==> src/rtl/dmx_1_2_32bits_stream_pkg.sv <==
// Shared defaults and width helper for the 1:2 32-bit stream demultiplexer.
package dmx_1_2_32bits_stream_pkg;

  localparam int DATA_W_DEF = 32;
  localparam int DEPTH_DEF  = 2;

  // Number of bits needed to index `depth` entries (depth is a power of 2, >= 2).
  function automatic int ptr_w(input int depth);
    int w;
    w = 0;
    while ((1 << w) < depth) w++;
    return (w < 1) ? 1 : w;
  endfunction

endpackage

==> src/rtl/dmx_1_2_32bits_stream_fifo_sync_32bits.sv <==
// Single-clock FIFO with synchronous active-high reset that clears storage.
// The head entry is always driven from memory, so data written to an empty FIFO is not bypassed to the output.
module fifo_sync_32bits
  import dmx_1_2_32bits_stream_pkg::*;
#(
  parameter int DATA_W = DATA_W_DEF,
  parameter int DEPTH  = DEPTH_DEF,
  parameter int PTR_W  = ptr_w(DEPTH),
  parameter int CNT_W  = ptr_w(DEPTH) + 1
) (
  input  logic              clk,
  input  logic              rst,
  input  logic              push,
  input  logic [DATA_W-1:0] push_data,
  input  logic              pop,
  output logic [DATA_W-1:0] head_data,
  output logic              full,
  output logic              empty,
  output logic [CNT_W-1:0]  count
);

  logic [DATA_W-1:0] mem [DEPTH];
  logic [PTR_W-1:0]  wr_ptr;
  logic [PTR_W-1:0]  rd_ptr;
  logic              push_ok;
  logic              pop_ok;

  assign full      = (count == CNT_W'(DEPTH));
  assign empty     = (count == '0);
  assign push_ok   = push && !full;
  assign pop_ok    = pop && !empty;
  assign head_data = mem[rd_ptr];

  always_ff @(posedge clk) begin
    if (rst) begin
      wr_ptr <= '0;
      rd_ptr <= '0;
      count  <= '0;
      for (int i = 0; i < DEPTH; i++) mem[i] <= '0;
    end else begin
      if (push_ok) begin
        mem[wr_ptr] <= push_data;
        wr_ptr      <= wr_ptr + 1'b1;
      end
      if (pop_ok) rd_ptr <= rd_ptr + 1'b1;
      // Push and pop together leave the occupancy unchanged.
      case ({push_ok, pop_ok})
        2'b10:   count <= count + 1'b1;
        2'b01:   count <= count - 1'b1;
        default: count <= count;
      endcase
    end
  end

endmodule

==> src/rtl/dmx_1_2_32bits_stream.sv <==
// 1:2 demultiplexer for 32-bit streams: sl steers each input beat into one of two buffered channels.
// in_ready is built only from sl and registered FIFO state, never from the consumer ready inputs.
module dmx_1_2_32bits_stream
  import dmx_1_2_32bits_stream_pkg::*;
#(
  parameter int DATA_W = DATA_W_DEF,
  parameter int DEPTH  = DEPTH_DEF,
  parameter int CNT_W  = ptr_w(DEPTH) + 1
) (
  input  logic              clk,
  input  logic              rst,
  input  logic              sl,
  input  logic              in_valid,
  output logic              in_ready,
  input  logic [DATA_W-1:0] in_data,
  output logic              out0_valid,
  input  logic              out0_ready,
  output logic [DATA_W-1:0] out0_data,
  output logic [CNT_W-1:0]  out0_count,
  output logic              out1_valid,
  input  logic              out1_ready,
  output logic [DATA_W-1:0] out1_data,
  output logic [CNT_W-1:0]  out1_count
);

  logic full0, full1;
  logic empty0, empty1;
  logic push0, push1;
  logic xfer;

  assign in_ready   = !rst && (sl ? !full1 : !full0);
  assign xfer       = in_valid && in_ready;
  assign push0      = xfer && !sl;
  assign push1      = xfer && sl;
  assign out0_valid = !empty0;
  assign out1_valid = !empty1;

  fifo_sync_32bits #(
    .DATA_W (DATA_W),
    .DEPTH  (DEPTH),
    .CNT_W  (CNT_W)
  ) u_fifo0 (
    .clk       (clk),
    .rst       (rst),
    .push      (push0),
    .push_data (in_data),
    .pop       (out0_ready),
    .head_data (out0_data),
    .full      (full0),
    .empty     (empty0),
    .count     (out0_count)
  );

  fifo_sync_32bits #(
    .DATA_W (DATA_W),
    .DEPTH  (DEPTH),
    .CNT_W  (CNT_W)
  ) u_fifo1 (
    .clk       (clk),
    .rst       (rst),
    .push      (push1),
    .push_data (in_data),
    .pop       (out1_ready),
    .head_data (out1_data),
    .full      (full1),
    .empty     (empty1),
    .count     (out1_count)
  );

endmodule
==> config.mk <==
export PLATFORM = sky130hd
export DESIGN_NAME = dmx_1_2_32bits_stream
export DESIGN_NICKNAME = d
export VERILOG_FILES = /design/src/rtl/dmx_1_2_32bits_stream_pkg.sv /design/src/rtl/dmx_1_2_32bits_stream_fifo_sync_32bits.sv /design/src/rtl/dmx_1_2_32bits_stream.sv
export SDC_FILE = /design/constraint.sdc
export NUM_CORES = 1
export LEC_CHECK = 0
export CORE_MARGIN = 4
export CORE_UTILIZATION = 50
export CTS_CLUSTER_SIZE = 16
export DETAILED_ROUTE_END_ITERATION = 10
export GPL_ROUTABILITY_DRIVEN = 0
export GPL_TIMING_DRIVEN = 0
export PLACE_DENSITY_LB_ADDON = 0.2
export RECOVER_POWER = 50
export SYNTH_ARGS = -nofsm -noshare
export SYNTH_HDL_FRONTEND = slang
export SYNTH_SLANG_ARGS = --single-unit
==> constraint.sdc <==
create_clock -name clk -period 2.8 [get_ports clk]
set_input_delay 0.42 -clock clk [delete_from_list [all_inputs] [get_ports clk]]
set_output_delay 0.42 -clock clk [all_outputs]
set_load 0.02 [all_outputs]
==> impl_metrics.csv <==
group,metric,value,unit
synth,synth-xor-area-share,0.858,%
synth,synth_compound_area_share,1.02,%
clocking,cts_max_path_buffers,2,
job,maxCapViolCount,0,
critical_path,cp_slowest_cell,"clkdlybuf4s50_1",
global_route,track_usage,18.5,%
sta,relSlewSlack,37.4,%
global_route,antenna_found_initial,0,
floorplan,rows,40,
layout,seq_area,4040,um2
clocking,cts-buffers-inserted,17,
critical_path,cp_top_family,"buffers and inverters",
clocking,worstSkewPairLatency,0.40,ns
synth,synth.distinct_cells,24,
detailed_routing,ant_nets,0,
floorplan,core,12000,um2
floorplan,die_area,14100,um2
synth,yosys.area.top_type,"edfxtp_1",
detailed_routing,routed_via_density,5.09,
synth,syn_inst,398,
power_and_ir_drop,peakVddDrop,0.000391,V
synth,synthMuxAreaShare,11.8,%
placed_design,port_buffers,108,
clocking,cts-root-buf,"clkbuf_16",
clocking,cts_tree,"done",
power_and_ir_drop,p_seq_share,42.2,%
layout,layout_commonest_cell,"edfxtp_1",
synth,synthSimpleGateAreaFrac,16.9,%
synth,ys_ff_latch,138,
clocking,postCtsSetupBuffers,0,
critical_path,path_max_fanout,10,
sta,hold_ws,0.526,ns
power_and_ir_drop,switchingPower,1390,uW
power_and_ir_drop,power.internal,4370,uW
synth,synth_top_family_by_area,"simple AND/OR/NAND/NOR gates",
sta,layout_min_cycle_time,2.67,ns
layout,area_growth,29.1,%
sta,rsz0062_at_grt,"false",
layout,fillerInstances,929,
global_route,overflow,0,
layout,antenna_cells,0,
clocking,path_clk_slew,0.06,ns
detailed_routing,vias,3487,
critical_path,end_kind,"output pin",
floorplan,pin_count,109,
layout,multiInputGateArea,1880,um2
sta,max_freq,0.374,GHz
detailed_routing,firstDrtPassIters,4,
detailed_routing,drt_iter0_markers,155,
layout,drive_gt1_share,20.1,%
placed_design,preCtsSetupSlack,-0.104,ns
layout,final_util,65.8,%
sta,final_hold_viol_count,0,
synth,synth.avg_cell_area,15.4,um2
critical_path,path_class,"reg -> out",
power_and_ir_drop,power.share.clock,39.4,%
critical_path,startpoint_type,"flip-flop",
layout,layout_common_cells,"edfxtp_1, clkdlybuf4s50_1, and2_0, mux2_2, and2_1",
status,status,"completed",
layout,fin_nets,565,
sta,fin_skew,0.0105,ns
floorplan,dieHeight,119,um
critical_path,cp_slowest_stage_delay,0.55,ns
sta,final_max_slew_viol_count,0,
power_and_ir_drop,p_per_area,730,nW/um2
min_path,hp-class,"reg -> reg",
sta,tightest_slew,0.938,ns
placed_design,dp_hpwl,8120,um
sta,finalWorstSetupSlack,0.127,ns
critical_path,crit_chain,"clkbuf_1 -> buf_2 -> mux2_2 -> clkdlybuf4s50_1",
critical_path,cp.required,2.38,ns
clocking,cts.sinks,138,
sta,final-setup-viol-count,0,
detailed_routing,drc,0,
clocking,postCtsHoldBufs,0,
global_route,grt_max_degree,33,
critical_path,critPathBufInv,3,
detailed_routing,drt_wl_total,12500,um
synth,ys_seq_area_share,66.0,%
layout,final_cell_count_no_fill,685,
clocking,htree_levels,4,
synth,synth_top_area_share,62.8,%
critical_path,worstPathArrival,2.25,ns
global_route,grt_pass1_vias,3722,
synth,syn_area,6120,um2
synth,synth-adder-area-share,0.409,%
detailed_routing,wl_per_cell,18.3,um
floorplan,dieWidth,119,um
power_and_ir_drop,switching_share,24.2,%
floorplan,start_util,51.0,%
power_and_ir_drop,p_leak,0.00289,uW
synth,synth_warnings,0,
power_and_ir_drop,combinationalPowerShare,18.3,%
placed_design,dp_cells,653,
synth,syn_nets,438,
synth,synthTopCellsByArea,"edfxtp_1, and2_1, mux2_2, dfxtp_1, buf_6",
global_route,grt_first_pass_wirelength,19900,um
sta,finalCritPeriodShare,95.5,%
clocking,cts_resized,0,
==> cells in the mapped netlist <==
master	instances
clkbuf_1	3
xor2_1	2
mux2_1	4
or3_1	6
o21ai_0	4
nor4b_4	2
a211oi_1	1
nor4_4	2
nor2b_1	1
a21oi_1	4
o21a_1	2
nand2_2	1
buf_6	13
and2_1	128
nor2b_2	2
nand2b_4	1
ha_1	2
xnor2_1	4
edfxtp_1	128
mux2_2	60
dfxtp_1	10
buf_2	6
or2_2	6
nor2_1	6
==> sequential cells by signal (all words and copies together), names as in the netlist, named ones only <==
signal and flops:
u_fifo0.count 2, u_fifo0.mem 64, u_fifo1.mem 64, u_fifo0.wr_ptr 1
u_fifo1.count 2, u_fifo1.wr_ptr 1, u_fifo0.rd_ptr 1, u_fifo1.rd_ptr 1
==> worst register-to-register path, stage by stage (launching register included) <==
cell and delay, ns:
dfxtp_1 0.44, nor2b_2 0.13, nor4b_4 0.40, or2_2 0.82
==> layout make-up <==
cell class                      instances  area share [%]
Buffer                                 22            1.23
Clock buffer                           22            6.00
Clock inverter                         10            1.77
Multi-Input combinational cell        238            23.8
Sequential cell                       138            51.2
Tap cell                              147            2.33
Timing Repair Buffer                  108            13.7
==> path summary, 6_finish.rpt <==
kind | startpoint | to | slack (ns) | depth (start not counted)
worst min register to register | u_fifo0.rd_ptr$_SDFFE_PP0P_ | flip-flop | 0.53 | 2
worst max-delay path | flip-flop | out0_data[3] | 0.13 | 4
worst min-delay path | u_fifo0.rd_ptr$_SDFFE_PP0P_ | flip-flop | 0.53 | 2
worst max register to register | u_fifo0.count[0]$_SDFFE_PP0P_ | u_fifo0.mem[1][17]$_SDFFCE_PN0P_ | 0.60 | 3
==> stage by stage <==
stage	TNS, ns	power, uW	area, um2
after global routing	0	5970	7900
after floorplan	0	3080	6120
after global placement	-2.89	3550	7390
after detailed placement	-9.00	3570	7390
after CTS	0	5850	8000
final	0	5770	7900
==> metal layers <==
layer  global-route usage (%)  vias up  routed length (um)
met2                     31.7       70                6460
met1                     23.1     1738                5470
met3                     5.02        8                 522
li1                         -     1671                   -
met5                        0        -                   0
met4                     5.36        0                  82
==> cells by family after synthesis <==
group	count (synthesis)
flops	138
buf+inv	22
fa+ha+maj	2
compound gates	11
xor+xnor	6
mux	64
simple gates	155
==> power groups by stage <==
stage	Sequential [uW]	Clock [uW]	Combinational, uW
6_report	2430	2270	1060
5_1_grt	2450	2400	1130
4_1_cts	2440	2310	1100
3_5_place_dp	2480	0	1090
3_3_place_gp	2470	0	1080
2_1_floorplan	2470	0	605
Note: power is estimated with default switching activity, not from simulation.
